===== config.mk =====
export PLATFORM = sky130hd
export DESIGN_NAME = krv_test_monitor
export DESIGN_NICKNAME = d
export VERILOG_FILES = /design/src/rtl/krv_test_monitor.sv
export SDC_FILE = /design/constraint.sdc
export NUM_CORES = 1
export LEC_CHECK = 0
export CORE_UTILIZATION = 40
export CTS_CLUSTER_SIZE = 25
export DETAILED_ROUTE_END_ITERATION = 7
export PLACE_DENSITY = 0.78
export SLEW_MARGIN = 25
export SYNTH_ARGS = -nofsm -noshare
export SYNTH_HDL_FRONTEND = slang
export SYNTH_SLANG_ARGS = --single-unit

===== constraint.sdc =====
create_clock -name cpu_clk -period 2.7 [get_ports cpu_clk]
set_input_delay 0.81 -clock cpu_clk [delete_from_list [all_inputs] [get_ports cpu_clk]]
set_output_delay 0.81 -clock cpu_clk [all_outputs]
set_load 0.01 [all_outputs]

===== src/rtl/krv_test_monitor.sv =====
// Test-end monitor for krv_c: watches decode PC against programmable end addresses,
// samples the result register after a settle delay and reports pass/fail/timeout.
module krv_test_monitor #(
    parameter int PC_W       = 32,
    parameter int DATA_W     = 32,
    parameter int NUM_END    = 2,
    parameter int CNT_W      = 24,
    parameter int SETTLE_CYC = 1,
    parameter int PASS_VAL   = 1
) (
    input  logic                    cpu_clk,
    input  logic                    porn,
    input  logic                    start,
    input  logic                    clear,
    input  logic [PC_W-1:0]         dec_pc,
    input  logic                    dec_pc_vld,
    input  logic [NUM_END*PC_W-1:0] end_pc,
    input  logic [NUM_END-1:0]      end_en,
    input  logic [CNT_W-1:0]        timeout_lim,
    input  logic [DATA_W-1:0]       result,
    output logic                    busy,
    output logic                    done,
    output logic                    pass,
    output logic                    fail,
    output logic                    timeout,
    output logic [2:0]              end_idx,
    output logic [PC_W-1:0]         end_pc_cap,
    output logic [DATA_W-1:0]       result_cap,
    output logic [CNT_W-1:0]        cycle_cnt
);

    typedef enum logic [2:0] {
        S_IDLE,
        S_RUN,
        S_SETTLE,
        S_DONE,
        S_TMO
    } state_t;

    localparam logic [3:0]        SETTLE_INIT = 4'(SETTLE_CYC);
    localparam logic [DATA_W-1:0] PASS_WORD   = DATA_W'(PASS_VAL);

    state_t     state;
    logic [3:0] settle_cnt;
    logic       hit;
    logic [2:0] hit_idx;
    logic       tmo_hit;

    function automatic logic [CNT_W-1:0] sat_inc(input logic [CNT_W-1:0] val);
        return (&val) ? val : val + CNT_W'(1);
    endfunction

    // Scan from the top so the lowest matching channel is the one left standing.
    always_comb begin
        hit     = 1'b0;
        hit_idx = 3'd0;
        for (int i = NUM_END - 1; i >= 0; i--) begin
            if (dec_pc_vld && end_en[i] && (dec_pc == end_pc[i*PC_W +: PC_W])) begin
                hit     = 1'b1;
                hit_idx = 3'(i);
            end
        end
    end

    assign tmo_hit = (timeout_lim != '0) && (cycle_cnt == timeout_lim - CNT_W'(1));
    assign busy    = (state == S_RUN) || (state == S_SETTLE);

    always_ff @(posedge cpu_clk or negedge porn) begin
        if (!porn) begin
            state      <= S_IDLE;
            settle_cnt <= '0;
            done       <= 1'b0;
            pass       <= 1'b0;
            fail       <= 1'b0;
            timeout    <= 1'b0;
            end_idx    <= '0;
            end_pc_cap <= '0;
            result_cap <= '0;
            cycle_cnt  <= '0;
        end else if (clear || start) begin
            state      <= clear ? S_IDLE : S_RUN;
            settle_cnt <= '0;
            done       <= 1'b0;
            pass       <= 1'b0;
            fail       <= 1'b0;
            timeout    <= 1'b0;
            end_idx    <= '0;
            end_pc_cap <= '0;
            result_cap <= '0;
            cycle_cnt  <= '0;
        end else begin
            case (state)
                S_RUN: begin
                    // A hit on the budget's last cycle still counts as a normal end.
                    if (hit) begin
                        end_idx    <= hit_idx;
                        end_pc_cap <= dec_pc;
                        if (SETTLE_CYC == 0) begin
                            result_cap <= result;
                            pass       <= (result == PASS_WORD);
                            fail       <= (result != PASS_WORD);
                            done       <= 1'b1;
                            state      <= S_DONE;
                        end else begin
                            settle_cnt <= SETTLE_INIT;
                            state      <= S_SETTLE;
                        end
                    end else if (tmo_hit) begin
                        timeout <= 1'b1;
                        state   <= S_TMO;
                    end else begin
                        cycle_cnt <= sat_inc(cycle_cnt);
                    end
                end
                S_SETTLE: begin
                    if (settle_cnt == '0) begin
                        result_cap <= result;
                        pass       <= (result == PASS_WORD);
                        fail       <= (result != PASS_WORD);
                        done       <= 1'b1;
                        state      <= S_DONE;
                    end else begin
                        settle_cnt <= settle_cnt - 4'd1;
                    end
                end
                default: ;
            endcase
        end
    end

endmodule


==> run metrics, run 1 <==
vias in the first global route=just over 7000; core area=15300 um2; ys flop type=dfrtp_1; failing checks=setup timing; Fillers=~1100; RePlAce Congestion=~0.9; final worst-path cycle share=123%; Tot GR Track Use=between 20% and 30%; worst reg-to-reg path cell count=12; drt drc=0; Tmin final=around 3300 ps; Synth Instances=roughly 700; Slew Limit Fails=0; register area share after synthesis=~40%; count leader, synth=dfrtp_1; layout cell share with drive strength beyond 1=29.7%; Antenna Nets Post-Route=0; reg2reg start=cycle_cnt[6]$_DFFE_PN0P_; number of synthesized flops with an enable pin=0; Final HPWL DP=around 16000 um; mapped cell area=6310 um2; Worst Setup SP=timeout_lim[18]; WS Path Type=primary input to register; Fin. Hold Viols=0; DRT iter0 DRCs=between 300 and 400; Slew HR=63.3%; # IOs=between 200 and 300; Worst Hold Margin=446 ps; ys async rst share=between 90% and 100%; status=finished with violations; Worst-Skew Late Latency=340 ps; # H-tree levels=3; FF-to-FF End=cycle_cnt[17]$_DFFE_PN0P_; initial core utilization=41.2%; CTS root buffer=clkbuf_16; Hold Crit Class=primary input to async pin; DR vias=~7000; Worst Setup EP=cycle_cnt[17]$_DFFE_PN0P_; GRT overflow=0; post-DR vias/cell=about 5.4; crit end category=register; clock-pin slew on the worst setup and hold paths=approximately 80 ps; r2r setup slk=-290 ps; Leak=around 4.6 nW; Yosys Warn Count=0; Core Rows=between 40 and 50; first-pass GRT wire length=36300 um; Area contributors post-synth=dfrtp_1 (40%), xor2_1 (10%), mux2i_1 (5.9%), nand2_1 (5.5%), a21oi_1 (4.4%); total design power=around 3.6 mW; cell accounting for the most synthesized area=dfrtp_1; nets=between 1000 and 1500; PwrDens=between 300 and 400 nW/um2; DP Worst Slack=-1170 ps; initial antenna violation count=1; Max Clk Rate=around 300 MHz; full die area=16300 um2; cts hold-fix bufs=0; Max VDD drop=0.327 mV; register bit count reported by yosys=100; Die H=~130 um; Routed wire per std cell=around 19 um; Syn Area/Cell=between 9 and 10 um2; clock skew=approximately 8 ps; Final Worst Setup Slack=-624 ps; MaxCap Viol Count=0; WL final=between 20000 and 25000 um; CTS tree=built; pin count of the biggest net entering global routing=42; worst path required time=2980 ps; worst-margin pin slew=551 ps; CP arrival=3610 ps; width of the chip=between 100 and 150 um; TritonCTS Buffers=9; most frequent cells after synthesis=dfrtp_1 (100), nand2_1 (93), xor2_1 (72), nor2_1 (57), a21oi_1 (56); Netlist cell types=between 60 and 70; Setup TNS Final=-14470 ps; Worst Setup Start Kind=primary input; largest fanout on the critical path=6; Synth top area share=about two fifths; Pre-Repair DR Iteration Count=5; RSZ-0062 raised after global routing=true; Clock Sinks=100; Buffers on Ports=252; final setup violation count=~60; synthesis-to-layout area growth=73.8%; clk buf depth=2; utilization after layout=71.6%
-- stage by stage --
step | std cells | instance area (um2)
floorplan | 697 | 6380
global placement | 1226 | 9820
detailed placement | 1226 | 9820
CTS | 1273 | 10700
global route | 1279 | 11000
finish | 1279 | 11000
-- area by class of cell --
class	count	area [um2]	area share (%)
multi-input cells	548	4150	37.9
repair buffers	393	3690	33.6
flip-flops and latches	100	2500	22.8
well taps	211	264	2.41
clock buffers	10	239	2.18
clock inverters	6	78.8	0.719
inverters	10	40.0	0.365
diodes	1	2.50	0.0228
-- flip-flops by register name (all words and copies together) (netlist names) --
signal / cells
pass: 1
end_idx: 1
cycle_cnt: 24
end_pc_cap: 32
timeout: 1
settle_cnt: 4
fail: 1
state: 3
result_cap: 32
done: 1
-- worst max-delay path, cell delays in order --
cell and delay, ps:
buf_6 90, or4_4 530, or4_4 440, nor3_4 300, a211oi_2 120, o2111ai_2 100
nor4_4 70, buf_6 150, buf_12 120, buf_16 130, buf_8 120, or4_4 480
a21oi_2 140
-- cells by family after synthesis --
group	count (synthesis)	share of synthesized area, %
fa+ha+maj	3	0.595
buf+inv	49	3.81
xor+xnor	92	13.0
other cells	1	0.0594
simple gates	299	25.0
compound gates	115	12.0
flops	100	39.7
mux	37	5.87
-- report_power, final --
group | internal, mW | switching (mW)
registers | 1.50 | 0.00333
clock network | 0.767 | 0.625
logic | 0.360 | 0.349
-- layout by cell type (no fill, tap or decap), types with 6 or more instances in the layout --
master,n
mux2i_1,34
inv_1,8
nand3_1,10
clkbuf_16,10
xor2_1,55
a21oi_1,49
or3_1,12
nand2_1,91
nand4_1,11
clkbuf_2,26
clkdlybuf4s50_1,139
nor3_1,11
buf_12,7
o31ai_1,16
nor2_1,55
nor4_1,14
a21oi_2,11
clkdlybuf4s15_1,11
dfrtp_1,100
dlymetal6s2s_1,29
buf_6,17
buf_2,15
o21ai_2,6
nor3b_1,6
xor2_2,17
nor4_2,13
or4_1,12
dlygate4sd2_1,23
xnor2_1,16
or4_4,8
buf_4,115
-- how the worst min path moves through the flow --
stage	start	end	slack, ps	cells past startpoint
2_1_floorplan	settle_cnt[1]$_DFFE_PN0P_	settle_cnt[1]$_DFFE_PN0P_	500	2
5_1_grt	porn	result_cap[18]$_DFFE_PN0P_	470	1
3_3_place_gp	done$_DFFE_PN0P_	done$_DFFE_PN0P_	480	2
6_report	porn	result_cap[18]$_DFFE_PN0P_	450	1
3_5_place_dp	timeout$_DFFE_PN0P_	timeout$_DFFE_PN0P_	500	1
4_1_cts	porn	result_cap[18]$_DFFE_PN0P_	460	1
-- routing by layer --
| metal | vias to the layer above | track usage, % | wire length, um |
|---|---|---|---|
| li1 | 3207 | - | - |
| met1 | 3345 | 33.2 | 9370 |
| met2 | 288 | 51.7 | 12400 |
| met3 | 51 | 5.90 | 1530 |
| met4 | 0 | 9.41 | 747 |
| met5 | - | 0 | 0 |
-- what timing repair did --
action                                  in CTS  in global routing
endpoints found under the setup margin      66                 64
buffers inserted                            23                 11
resized for setup                          218                156
pin swaps                                   59                 66
gates cloned                                 8                  1
Note: power is estimated with default switching activity, not from simulation.
==> inputs of run 2 (changes only) <==
Settings changed: ABC_CLOCK_PERIOD_IN_PS from default to 2700, CORE_UTILIZATION 40 to 58, DONT_BUFFER_PORTS from default to 1, PLACE_DENSITY 0.78 to 0.76.
==> run metrics, run 2 (same netlist as run 1, synthesis figures left out) <==
status=finished with violations; failing checks=setup timing; layout cell share with drive strength beyond 1=between 10% and 20%; Pre-Repair DR Iteration Count=5; RSZ-0062 raised after global routing=true; clock-pin slew on the worst setup and hold paths=approximately 100 ps; post-DR vias/cell=between 6 and 7; WL final=17600 um; Final Worst Setup Slack=-162 ps; total design power=about 2.8 mW; Slew Limit Fails=0; largest fanout on the critical path=47; worst path required time=2990 ps; commonest non-fill, non-tap cell in the layout=dfrtp_1; drt drc=0; initial core utilization=between 60% and 70%; full die area=~11000 um2; first-pass GRT wire length=around 27000 um; Antenna Nets Post-Route=0; WS Path Type=primary input to register; Core Rows=37; crit end category=register; Pint=2.10 mW; # IOs=255; Routed wire per std cell=~20 um; Tmin final=2860 ps; CTS tree=built; pin count of the biggest net entering global routing=slightly above 100; Die H=roughly 110 um; final setup violation count=27; Max VDD drop=between 0.2 and 0.3 mV; Leak=between 2 and 3 nW; Final HPWL DP=about 13000 um; sw power=~700 uW; DR vias=around 5500; Worst Setup Start Kind=primary input; Max Clk Rate=349 MHz; GRT overflow=0; Worst-Skew Late Latency=380 ps; Tot GR Track Use=between 30% and 40%; RePlAce Congestion=0.903; top flop regs=end_pc_cap: 32 flops, result_cap: 32 flops, cycle_cnt: 24 flops; Slew HR=between 60 and 70%; final worst-path cycle share=106%; nets=approximately 900; switching share of power=~25%; Hold Crit Class=primary input to async pin; DRT iter0 DRCs=511; Reg power frac=53.7%; Buffers on Ports=0; PwrDens=~390 nW/um2; Combinational Power Share=under 10%; most frequent cells in the layout=dfrtp_1 (100), nand2_1 (92), xor2_1 (72), nor2_1 (57), buf_4 (55); Placed Cells incl. Taps=~850; width of the chip=~110 um; MaxCap Viol Count=0; core area=around 10000 um2; Clock Sinks=100; CTS root buffer=clkbuf_8; clk buf depth=2; utilization after layout=~70%; CP arrival=between 3000 and 4000 ps; cts hold-fix bufs=0; initial antenna violation count=0; vias in the first global route=~5600; Fin. Hold Viols=0; Finished Layout Cells=between 800 and 900; clock skew=14.7 ps; worst-margin pin slew=roughly 580 ps; DP Worst Slack=-636 ps; worst reg-to-reg path cell count=9; TritonCTS Buffers=9; clock power share=a little over a third; synthesis-to-layout area growth=13.2%; ant diodes=0; # H-tree levels=3
## run 2: power by group through the flow
| stage | clock network, mW | logic (mW) | registers [mW] |
|---|---|---|---|
| finish | 1.02 | 0.278 | 1.50 |
| global route | 1.10 | 0.302 | 1.50 |
| CTS | 1.03 | 0.275 | 1.50 |
| detailed placement | 0 | 0.268 | 1.53 |
| global placement | 0 | 0.262 | 1.53 |
| floorplan | 0 | 0.205 | 1.53 |
## run 2: what timing repair did
action,CTS,global route
pin swaps,0,0
setup endpoints to repair,27,31
gates resized for setup,13,5
cloned,0,1
buffers inserted,0,0
## run 2: final timing paths
| path | startpoint | endpoint | slack [ps] |
|---|---|---|---|
| min in group cpu_clk | result[1] | result_cap[1]$_DFFE_PN0P_ | 540 |
| min reg2reg | settle_cnt[1]$_DFFE_PN0P_ | settle_cnt[1]$_DFFE_PN0P_ | 560 |
| max in group asynchronous | porn | timeout$_DFFE_PN0P_ | 2450 |
| max reg2reg | cycle_cnt[6]$_DFFE_PN0P_ | cycle_cnt[10]$_DFFE_PN0P_ | -80 |
| max | timeout_lim[15] | cycle_cnt[10]$_DFFE_PN0P_ | -160 |
| min | porn | result_cap[20]$_DFFE_PN0P_ | 110 |
## run 2: critical path, stage by stage
cell and delay [ps]:
or4_4 530, or4_4 440, nor3_4 180, a2111oi_2 110, o211ai_2 110, nor4_4 80, buf_12 200, or4_1 520
a21oi_1 150
## run 2: metrics by stage
stage / hold WS, ps / instance area, um2 / setup TNS, ps
4_1_cts: 98.2 / 7090 / -2910
3_5_place_dp: 516 / 6830 / -23510
3_3_place_gp: 516 / 6830 / -22120
2_1_floorplan: 498 / 6380 / -12940
5_1_grt: 92.3 / 7140 / -5810
6_report: 110 / 7140 / -3050
## run 2: per-layer routing
layer | wire length [um] | vias up | global-route usage, %
met5 | 0 | - | 0
met1 | 6900 | 2695 | 37.8
met3 | 1260 | 42 | 6.19
met4 | 547 | 0 | 15.0
li1 | - | 2539 | -
met2 | 8930 | 272 | 52.5
## run 2: area by class of cell
type	instances	area (um2)
well taps	136	170
repair buffers	60	518
multi-input cells	548	3690
clock buffers	11	141
inverters	10	57.6
clock inverters	5	66.3
flip-flops and latches	100	2500
fillers	850	3270
==> inputs of run 3 (changes only) <==
Settings changed: CELL_PAD_IN_SITES_DETAIL_PLACEMENT from default to 1, CELL_PAD_IN_SITES_GLOBAL_PLACEMENT from default to 1, CORE_UTILIZATION 58 to 42, PLACE_DENSITY 0.76 to default, PLACE_DENSITY_LB_ADDON from default to 0.1.
==> run metrics, run 3 (same netlist as run 1, synthesis figures left out) <==
post-DR vias/cell=between 6 and 7; WS Path Type=primary input to register; Max VDD drop=between 0.3 and 0.4 mV; Buffers on Ports=0; GRT overflow=0; Final Worst Setup Slack=-201 ps; Final Instance Area=about 7500 um2; Fin. Hold Viols=0; Tmin final=a little under 3000 ps; highest routed layer=met4; metal3 WL=roughly 1200 um; CTS root buffer=clkbuf_16; DP Area=6960 um2; failing checks=setup timing; drt drc=0; Placed Cells incl. Taps=roughly 910; Routed met1 length=~7800 um; TritonCTS Buffers=9; final setup violation count=27; Antenna Nets Post-Route=0; PwrDens=about 410 nW/um2; crit end category=register; core area=14600 um2; Worst-Skew Late Latency=about 340 ps; full die area=around 16000 um2; vias in the first global route=around 6000; Slew HR=between 50% and 60%; ant diodes=0; Max Clk Rate=~340 MHz; cts hold-fix bufs=0; DRT iter0 DRCs=~200; Final HPWL DP=15600 um; Finished Layout Cells=between 900 and 1000; clock-pin slew on the worst setup and hold paths=around 70 ps; Die H=125 um; CTS tree=built; first-pass GRT wire length=31800 um; Met2 Routed Length=10600 um; commonest non-fill, non-tap cell in the layout=dfrtp_1; # H-tree levels=3; most frequent cells in the layout=dfrtp_1 (100), nand2_1 (92), xor2_1 (72), buf_4 (62), nor2_1 (57); clock skew=roughly 8 ps; Routed wire per std cell=about 22 um; synthesis-to-layout area growth=18.3%; final worst-path cycle share=107%; DP Worst Slack=-668 ps; clk buf depth=2; status=finished with violations; Slew Limit Fails=0; top flop regs=end_pc_cap: 32 flops, result_cap: 32 flops, cycle_cnt: 24 flops; initial core utilization=43.3%; pin count of the biggest net entering global routing=~100; Pre-Repair DR Iteration Count=4; DR vias=around 5600; Leak=roughly 2.8 nW; width of the chip=125 um; nets=~900; MaxCap Viol Count=0; Clock Sinks=100; utilization after layout=about half; initial antenna violation count=0; CP arrival=3170 ps; Worst Setup Start Kind=primary input; Core Rows=between 40 and 50; largest fanout on the critical path=47; RSZ-0062 raised after global routing=true; Tot GR Track Use=25.8%; Setup TNS Final=-4300 ps; Fillers=1668; WL final=about 20000 um; Hold Crit Class=primary input to async pin; worst path required time=2970 ps; worst-margin pin slew=about 730 ps; layout cell share with drive strength beyond 1=18.7%; RePlAce Congestion=0.883; # IOs=approximately 260
## run 3: changes by cell type in the layout (fill, tap and decap cells not counted), moves of 4 or more
cell | before | now
buf_4 | 55 | 62
nor4_1 | 29 | 25
clkbuf_8 | 10 | 2
clkbuf_16 | 1 | 11
## run 3: path summary, 6_finish.rpt
kind	startpoint	to	slack [ps]	cells past startpoint
min in group cpu_clk	settle_cnt[1]$_DFFE_PN0P_	settle_cnt[1]$_DFFE_PN0P_	570	2
worst max register to register	cycle_cnt[6]$_DFFE_PN0P_	cycle_cnt[10]$_DFFE_PN0P_	-40	9
worst max-delay path	timeout_lim[15]	cycle_cnt[10]$_DFFE_PN0P_	-200	9
worst min-delay path	porn	result_cap[24]$_DFFE_PN0P_	150	0
max in group asynchronous	porn	cycle_cnt[5]$_DFFE_PN0P_	2390	0
worst min register to register	settle_cnt[1]$_DFFE_PN0P_	settle_cnt[1]$_DFFE_PN0P_	570	2
## run 3: area by class of cell
cell class / instances / area, um2 / area share, %
clock inverter: 4 / 32.5 / 0.436
inverter: 10 / 40.0 / 0.536
tap: 184 / 230 / 3.08
multi-input combinational: 548 / 3770 / 50.5
sequential: 100 / 2500 / 33.5
timing repair buffer: 70 / 636 / 8.51
clock buffer: 12 / 256 / 3.44
## run 3: routing by layer
metal | vias to the layer above | global-route usage [%]
li1 | 2558 | -
met2 | 192 | 45.9
met4 | 0 | 12.0
met3 | 28 | 5.33
met1 | 2807 | 29.6
met5 | - | 0
## run 3: power by group
part / leakage, nW / internal [mW] / total (mW) / switching, mW
registers: 1.40 / 1.50 / 1.50 / 0.00414
clock network: 0.135 / 0.682 / 1.27 / 0.584
logic: 1.30 / 0.144 / 0.313 / 0.168
## run 3: worst max-delay path: stages
cell and delay, ps:
or4_4 530, or4_4 450, nor3_4 200, a2111oi_2 110, o211ai_2 110, nor4_4 70, buf_12 190, or4_1 520
a21oi_1 170
## run 3: metrics by stage
stage               hold slack, ps  power, mW
floorplan                      498       1.74
global placement               516       1.82
detailed placement             516       1.83
CTS                            139       3.10
global route                   141       3.19
finish                         153       3.08
## run 3: timing repair
item / 4_1_cts / 5_1_grt
gates resized for setup: 11 / 14
pin swaps: 0 / 5
gates cloned: 0 / 2
endpoints found under the setup margin: 27 / 60
buffers inserted: 1 / 1
